File: src/rtl/serdesphy_pkg.sv
// Shared definitions for the PHY serializer/framer and the receive deframer.
package serdesphy_pkg;

    // Frame alignment states.
    typedef enum logic [1:0] {
        HUNT   = 2'd0,
        VERIFY = 2'd1,
        LOCKED = 2'd2
    } deframer_state_e;

    localparam logic [7:0] SYNC_WORD_DEFAULT = 8'hA5;

    // Bit position inside a byte (0..7).
    localparam int BIT_CNT_W   = 3;
    // Byte position inside a frame (0 = sync, 1..15 = payload).
    localparam int BYTE_IDX_W  = 4;
    // Consecutive good / missing sync byte tallies (1..7).
    localparam int FRAME_CNT_W = 3;

endpackage

File: src/rtl/serdesphy_rx_shifter.sv
// Serial-to-parallel shifter: 8-bit MSB-first shift register plus in-byte
// bit counter. byte_done_o flags the strobe that brings the counter 7 -> 0.
// While cnt_clr_i is high (hunting) the counter is pinned to 0 so the next
// byte boundary is measured from the strobe that found the sync word.
module serdesphy_rx_shifter
    import serdesphy_pkg::*;
(
    input  logic       clk,
    input  logic       rst_n,
    input  logic       shift_en_i,
    input  logic       bit_i,
    input  logic       cnt_clr_i,
    output logic [7:0] next_byte_o,
    output logic       byte_done_o
);

    logic [7:0]           sr_q, sr_d;
    logic [BIT_CNT_W-1:0] bit_cnt_q, bit_cnt_d;

    // Window as it will look after the current strobe is shifted in.
    assign next_byte_o = {sr_q[6:0], bit_i};
    assign byte_done_o = shift_en_i & ~cnt_clr_i & (bit_cnt_q == '1);

    // Shift and count only on accepted strobes; otherwise hold everything.
    always_comb begin
        sr_d      = sr_q;
        bit_cnt_d = bit_cnt_q;
        if (shift_en_i) begin
            sr_d      = next_byte_o;
            bit_cnt_d = cnt_clr_i ? '0 : bit_cnt_q + BIT_CNT_W'(1);
        end
    end

    // Shift register and bit counter state.
    always_ff @(posedge clk or negedge rst_n) begin
        if (!rst_n) begin
            sr_q      <= '0;
            bit_cnt_q <= '0;
        end else begin
            sr_q      <= sr_d;
            bit_cnt_q <= bit_cnt_d;
        end
    end

endmodule

File: src/rtl/serdesphy_rx_deframer.sv
// Receive deframer: hunts for the sync byte in the recovered bitstream,
// confirms alignment over several frames, then emits payload bytes.
// In LOCKED a missing sync byte is tolerated (flywheel) until a run of
// misses drops the link back to HUNT.
module serdesphy_rx_deframer
    import serdesphy_pkg::*;
#(
    parameter logic [7:0] SYNC_WORD     = SYNC_WORD_DEFAULT,
    parameter int          PAYLOAD_BYTES = 4,
    parameter int          LOCK_COUNT    = 2,
    parameter int          UNLOCK_COUNT  = 3
) (
    input  logic       clk,
    input  logic       rst_n,
    input  logic       ena,
    input  logic       rx_bit,
    input  logic       rx_bit_en,
    output logic [7:0] data_out,
    output logic       data_valid,
    output logic       locked,
    output logic       sync_err,
    output logic       frame_start
);

    deframer_state_e        state_q, state_d;
    logic [BYTE_IDX_W-1:0]  byte_idx_q, byte_idx_d;
    logic [FRAME_CNT_W-1:0] good_cnt_q, good_cnt_d;
    logic [FRAME_CNT_W-1:0] miss_cnt_q, miss_cnt_d;
    logic [7:0]             data_q, data_d;
    logic                   data_valid_q, data_valid_d;
    logic                   locked_q, locked_d;
    logic                   sync_err_q, sync_err_d;
    logic                   frame_start_q, frame_start_d;

    logic                   accept;
    logic                   hunting;
    logic [7:0]             next_byte;
    logic                   byte_done;
    logic                   sync_match;
    logic                   last_idx;
    logic [FRAME_CNT_W-1:0] good_inc;
    logic [FRAME_CNT_W-1:0] miss_inc;

    assign accept     = rx_bit_en & ena;
    assign hunting    = (state_q == HUNT);
    assign sync_match = (next_byte == SYNC_WORD);
    assign last_idx   = (byte_idx_q == BYTE_IDX_W'(PAYLOAD_BYTES));
    assign good_inc   = good_cnt_q + FRAME_CNT_W'(1);
    assign miss_inc   = miss_cnt_q + FRAME_CNT_W'(1);

    serdesphy_rx_shifter u_shifter (
        .clk        (clk),
        .rst_n      (rst_n),
        .shift_en_i (accept),
        .bit_i      (rx_bit),
        .cnt_clr_i  (hunting),
        .next_byte_o(next_byte),
        .byte_done_o(byte_done)
    );

    // Alignment FSM, frame position tracking and output pulse generation.
    always_comb begin
        state_d       = state_q;
        byte_idx_d    = byte_idx_q;
        good_cnt_d    = good_cnt_q;
        miss_cnt_d    = miss_cnt_q;
        data_d        = data_q;
        data_valid_d  = 1'b0;
        sync_err_d    = 1'b0;
        frame_start_d = 1'b0;

        // byte_done never fires while hunting, so this only advances an aligned frame.
        if (byte_done) begin
            byte_idx_d = last_idx ? '0 : byte_idx_q + BYTE_IDX_W'(1);
        end

        case (state_q)
            HUNT: begin
                // Sliding-window search; the matching strobe defines byte 0.
                if (accept && sync_match) begin
                    byte_idx_d = BYTE_IDX_W'(1);
                    good_cnt_d = FRAME_CNT_W'(1);
                    miss_cnt_d = '0;
                    state_d    = (LOCK_COUNT == 1) ? LOCKED : VERIFY;
                end
            end
            VERIFY: begin
                if (byte_done && (byte_idx_q == '0)) begin
                    if (sync_match) begin
                        good_cnt_d = good_inc;
                        if (good_inc == FRAME_CNT_W'(LOCK_COUNT)) begin
                            state_d    = LOCKED;
                            miss_cnt_d = '0;
                        end
                    end else begin
                        sync_err_d = 1'b1;
                        state_d    = HUNT;
                    end
                end
            end
            LOCKED: begin
                if (byte_done) begin
                    if (byte_idx_q != '0) begin
                        // Payload is never compared against the sync word.
                        data_d       = next_byte;
                        data_valid_d = 1'b1;
                    end else if (sync_match) begin
                        miss_cnt_d    = '0;
                        frame_start_d = 1'b1;
                    end else begin
                        sync_err_d = 1'b1;
                        miss_cnt_d = miss_inc;
                        if (miss_inc == FRAME_CNT_W'(UNLOCK_COUNT)) begin
                            state_d = HUNT;
                        end
                    end
                end
            end
            default: begin
                state_d = HUNT;
            end
        endcase

        locked_d = (state_d == LOCKED);
    end

    // State, counters and registered outputs.
    always_ff @(posedge clk or negedge rst_n) begin
        if (!rst_n) begin
            state_q       <= HUNT;
            byte_idx_q    <= '0;
            good_cnt_q    <= '0;
            miss_cnt_q    <= '0;
            data_q        <= '0;
            data_valid_q  <= 1'b0;
            locked_q      <= 1'b0;
            sync_err_q    <= 1'b0;
            frame_start_q <= 1'b0;
        end else begin
            state_q       <= state_d;
            byte_idx_q    <= byte_idx_d;
            good_cnt_q    <= good_cnt_d;
            miss_cnt_q    <= miss_cnt_d;
            data_q        <= data_d;
            data_valid_q  <= data_valid_d;
            locked_q      <= locked_d;
            sync_err_q    <= sync_err_d;
            frame_start_q <= frame_start_d;
        end
    end

    assign data_out    = data_q;
    assign data_valid  = data_valid_q;
    assign locked      = locked_q;
    assign sync_err    = sync_err_q;
    assign frame_start = frame_start_q;

endmodule

File: config.mk
export PLATFORM = sky130hd
export DESIGN_NAME = serdesphy_rx_deframer
export DESIGN_NICKNAME = d
export VERILOG_FILES = /design/src/rtl/serdesphy_pkg.sv /design/src/rtl/serdesphy_rx_shifter.sv /design/src/rtl/serdesphy_rx_deframer.sv
export SDC_FILE = /design/constraint.sdc
export NUM_CORES = 1
export LEC_CHECK = 0
export CAP_MARGIN = 20
export CORE_MARGIN = 5
export CORE_UTILIZATION = 30
export CTS_CLUSTER_DIAMETER = 60
export CTS_CLUSTER_SIZE = 28
export DETAILED_ROUTE_END_ITERATION = 16
export PLACE_DENSITY = 0.45
export SYNTH_ARGS = -nofsm -noshare
export SYNTH_HDL_FRONTEND = slang
export SYNTH_SLANG_ARGS = --single-unit
File: constraint.sdc
create_clock -name clk -period 5.03 [get_ports clk]
set_clock_uncertainty 0.2 [all_clocks]
set_input_delay 0.503 -clock clk [delete_from_list [all_inputs] [get_ports clk]]
set_output_delay 0.503 -clock clk [all_outputs]
set_load 0.01 [all_outputs]
### Word-level counts from Yosys, hierarchy flattened

Cells that the tools add are included.

* $add $sub $neg: 4
* $mul: 0
* divide/modulo/power cells: 0
* $lt $le $gt $ge: 0
* equal/unequal tests: 14
* shift-type cells: 0
* mux-type cells: 38
* bitwise gates (word level): 4
* reductions and logical operators: 10

Operators by type and width (count)
* $mux 3: 11
* $mux 2: 8
* $mux 4: 4
* $ne 2x2->1 const B: 6
* $mux 1: 11
* $add 3x1->3 const B: 3
* $pmux 3 s3: 1
* $eq 8x8->1 const B: 1
* $reduce_and 7->1: 1
* $eq 3x2->1 const B: 2
* $pmux 2 s3: 1
* $pmux 3 s2: 1
* $add 4x1->4 const B: 1
* $eq 2x2->1 const B: 2
* $eq 4x3->1 const B: 1
* $logic_not 4->1: 1
* $reduce_and 4->1: 1
* $reduce_bool 4->1: 1
* $and 1x1->1: 3
* $eq 3x3->1 const B: 1
* $reduce_and 3->1: 1
* $reduce_bool 3->1: 1
* $eq 2x1->1 const B: 1
* $logic_and 1x1->1: 2
* 4 further kinds: 4

* bits in registers: 34
* latch bits: 0
* RAM bits: 0
* memory bits (read-only): 0
* bits of input ports: 5
* output and inout bits: 12
* word-level logic and storage cells: 81
* memories kept: 0

### Depth between registers and ports, before layout

* depth after elaboration: 8
* depth in mapped cells: 8
* gate-level depth less buffers: 7

### Cells and area by module

A second synthesis with hierarchy kept.

* cells, all modules: 146
* area total of the unflattened synthesis: 1766.7 µm²

Modules (own cells, without submodules)
* serdesphy_rx_deframer: instances 1, cells each 119, area each 1337.5 µm², seq. area each 600.6 µm²
* serdesphy_rx_shifter: instances 1, cells each 27, area each 429.2 µm², seq. area each 250.2 µm²

### Worst setup path before layout

OpenSTA, ideal clock, no wires.

* path type: register -> register
* start point: register state_q[0]
* end point: register miss_cnt_q[0]
* setup time: 125 ps
* arrival time: 2128 ps
* path slack: 2577 ps
* cell stages (with the launch flop): 9
* cells stage by stage: dfrtp_1 inv_1 ha_1 nand4b_1 or2_0 buf_2 a2111oi_4 nand2_2 mux2_4

* cells in the longest elaborated chain, start to end: 7
* elaborated cells between the ends (all ways): 16
* those cells by class: eq/ne (8); mux (1); bitwise (3); reduce/logical (4)

Ends and longest elaborated chain
* start, declared: line serdesphy_rx_deframer.sv:25 `deframer_state_e state_q, state_d;`
* start signal, assigned: line serdesphy_rx_deframer.sv:140 `state_q <= state_d;`
* $logic_not 2->1: line serdesphy_rx_deframer.sv:45, serdesphy_rx_deframer.sv:77
* $not 1->1: line serdesphy_rx_shifter.sv:22 `assign byte_done_o = shift_en_i & ~cnt_clr_i & (bit_cnt_q == '1);`
* $and 1x1->1 (2 in series): line serdesphy_rx_shifter.sv:22
* $logic_and 1x1->1: line serdesphy_rx_deframer.sv:88 `if (byte_done && (byte_idx_q == '0)) begin`
* $ne 2x2->1 (no source line)
* $reduce_and 7->1 (no source line)
* end signal, assigned: line serdesphy_rx_deframer.sv:143 `miss_cnt_q <= miss_cnt_d;`
* end, declared: line serdesphy_rx_deframer.sv:28 `logic [FRAME_CNT_W-1:0] miss_cnt_q, miss_cnt_d;`

Parallel ways exist; a longest one is shown, timed or not.
A chain may end at the register's enable or synchronous reset.

### Worst setup path in the final report

* start point: register state_q[0]
* end point: register miss_cnt_q[1]

The elaborated chain is that of the path after synthesis.

==> out/summary.txt <==
outcome - finished clean
worst path cell trace - inv_1, ha_1, nand4b_1, or2_0, a2111oi_4, nand2_2, mux2_4
initial antenna violation count - 0
sw frac - 29.84%
synth top area cells - dfrtp_1 50%, mux2_2 9.9%, ha_1 8.8%, nand2_1 3.5%, o21ai_0 2.1%
TNS Setup - 0 ns
Synth Cell Area - 1708 um^2
first-pass GRT wire length - 5.595 mm
CTS tree - done
post-synth top area cell - dfrtp_1
Avg Inst Size Synth - 11.39 um^2
via count - 1156
H-Tree Depth - 2
post-synthesis simple-gate area fraction - 14.21%
Synthesized Nets - 167
WL final - 3.156 mm
Int Power - 0.0005135 W
PwrDens - 358.9 nW/um^2
main combinational cell family by area after synthesis - simple AND/OR/NAND/NOR gates
yosys warns - 0
Slew headroom - 67.19%
Primary FF master, synth - dfrtp_1
Clk network pwr share - 28.9%
Final GP Congestion - 0.7814
Die Wd - 85.45 um
area share of fa/ha/maj cells after synthesis - 8.791%
Post-CTS Setup Repair Bufs - 0
layout cells sized above 1 - 17.06%
CP max FO - 8
per-cell routed wire length - 13.04 um
Post-synth top cells - 34 x dfrtp_1, 16 x nand2_1, 15 x mux2_2, 12 x ha_1, 8 x inv_1
Area growth syn-to-layout - 19.41%
# diodes - 0
post-synthesis mux area share - 11.65%
setup ws final - 2.341 ns
CTS root buf - clkbuf_8
largest net degree at the start of global routing - 35
CP endpoint kind - flop
Fmax - 371.9 MHz
critical path type - flop to flop
setup violators final - 0
router iterations before antenna repair - 4
async set-reset flop share out of synthesis - 100.0%
most common cell in the netlist - dfrtp_1
Psw - 0.0002184 W
Synth Area in Compound Gates - 11.50%
arrival time of the worst setup path - 2.66 ns
Worst-path clk slew - 0.07 ns
DP Worst Slack - 2.176 ns
Overflow after GRT - 0
Leak - 0.9355 nW
post-synth cell types - 39
Antenna Violating Nets Remaining - 0
Top delay family on crit path - simple AND/OR/NAND/NOR gates
Clock Latency Late Sink - 0.29 ns
endpoints failing hold - 0
Yosys top cell area share - 49.82%
# DRC - 0
hpwl dp - 2.328 mm
Worst Hold Class - flop to flop
initial DRC count - 40
RSZ-0062 raised after global routing - false
Die Ht - 85.45 um
XOR/XNOR share of the synthesized area - 1.026%
worst endpoint required time - 5.00 ns
Comb pwr share - 22.5%
fill count - 547
hold buffers post-CTS - 0
row count - 27
period utilization - 53.46%
Max stage delay on crit path - 0.43 ns
CTS resizes - 0
Worst setup SP type - flop
Seq/Total Area, Yosys - 49.82%
Ports - 17
Worst Path Buf+Inv - 1
Die Area - 7302 um^2
Post-synth EDFFs - 0
vias in the first global route - 1200
Starting Density - 31.02%
input/output buffers - 16
fin crit period - 2.689 ns
Max Buffers Root-to-Sink - 2
CTS buffer count - 5
Maximum Capacitance Violations - 0
clk sinks - 34
GRT Overall Usage - 9.754%
sequential share of power - 48.6%
Seq cells post-synth - 34
Worst-Margin Slew - 0.4856 ns
Worst VDD drop - 0.1718 mV
Syn Inst Count - 150
max-slew violation total from the final report - 0
Crit-path slowest cell - a2111oi_4
NumNets Final - 186
CORE AREA - 5507 um^2
total power - 0.0007320 W
DR vias/cell - 4.777
fin util - 37.04%
## layout by cell type (no fill, tap or decap), types with 3 or more instances in the layout
cell type         n
nor2_1            5
clkbuf_8          6
clkdlybuf4s50_1  16
ha_1             12
o21ai_0           7
nor3_1            3
mux2_2           15
a221oi_1          3
a21oi_1           4
dfrtp_1          34
nand3_1           4
inv_1             8
nand2_1          16
## layout make-up
cell class / count / area (um^2) / share of cell area (%)
clock buffers: 6 / 82.58 / 4.049
well taps: 72 / 90.09 / 4.417
repair buffers: 17 / 167.7 / 8.221
flip-flops and latches: 34 / 850.8 / 41.72
multi-input cells: 103 / 805.8 / 39.51
clock inverters: 2 / 12.51 / 0.6135
inverters: 8 / 30.03 / 1.472
## path summary, 6_finish.rpt
kind	start	endpoint	slack, ns	depth (start not counted)
setup / recovery	state_q[0]	miss_cnt_q[1]	2.34	7
hold / removal	u_shifter.bit_cnt_q[2]	u_shifter.bit_cnt_q[2]	0.29	2
setup reg to reg	state_q[0]	miss_cnt_q[1]	2.34	7
hold reg to reg	u_shifter.bit_cnt_q[2]	u_shifter.bit_cnt_q[2]	0.29	2
max in group asynchronous	rst_n	data_out[4]	3.90	2
min in group asynchronous	rst_n	byte_idx_q[2]	0.42	2
## through the flow
stage,hold WS [ns],cell area [um^2],instances
5_1_grt,0.3306,2039,242
2_1_floorplan,0.007409,1708,150
4_1_cts,0.3029,2039,242
3_3_place_gp,0.2723,1944,234
3_5_place_dp,0.2860,1944,234
6_report,0.2907,2039,242
## kinds of logic (layout without fill, tap and decap cells)
| family | after synthesis | count (layout) |
|---|---|---|
| buffers and inverters | 13 | 33 |
| xor gates and xnor gates | 2 | 2 |
| adders and majority gates | 12 | 12 |
| and+or+nand+nor | 45 | 45 |
| DFF | 34 | 34 |
| muxes | 17 | 17 |
| AOI/OAI and AO/OA | 27 | 27 |
## state kept, by name, indices dropped and copies added, names as in the netlist
| register | flops |
|---|---|
| state_q | 2 |
| data_out | 8 |
| byte_idx_q | 4 |
| sync_err | 1 |
| u_shifter.sr_q | 7 |
| miss_cnt_q | 3 |
| u_shifter.bit_cnt_q | 3 |
| data_valid | 1 |
| locked | 1 |
| good_cnt_q | 3 |
| frame_start | 1 |
## per-layer routing
metal / GRT usage (%) / routed length, um / vias to the layer above
met1: 11.74 / 1465 / 561
met4: 4.604 / 62 / 0
met2: 15.47 / 1473 / 21
met3: 3.495 / 154 / 4
li1: - / - / 570
met5: 0 / 0 / -
## power groups by stage
stage | sequential, W | combinational, W | clock (W)
finish | 0.000355 | 0.000165 | 0.000212
global route | 0.000362 | 0.000189 | 0.000231
CTS | 0.000356 | 0.000168 | 0.000222
detailed placement | 0.000361 | 0.000167 | 0
global placement | 0.000360 | 0.000167 | 0
floorplan | 0.000351 | 0.000126 | 0
## worst register-to-register path, cell delays in order (launching register included)
cell       delay [ns]
dfrtp_1          0.38
inv_1            0.08
ha_1             0.30
nand4b_1         0.32
or2_0            0.42
a2111oi_4        0.43
nand2_2          0.13
mux2_4           0.31
Note: power is estimated with default switching activity, not from simulation.
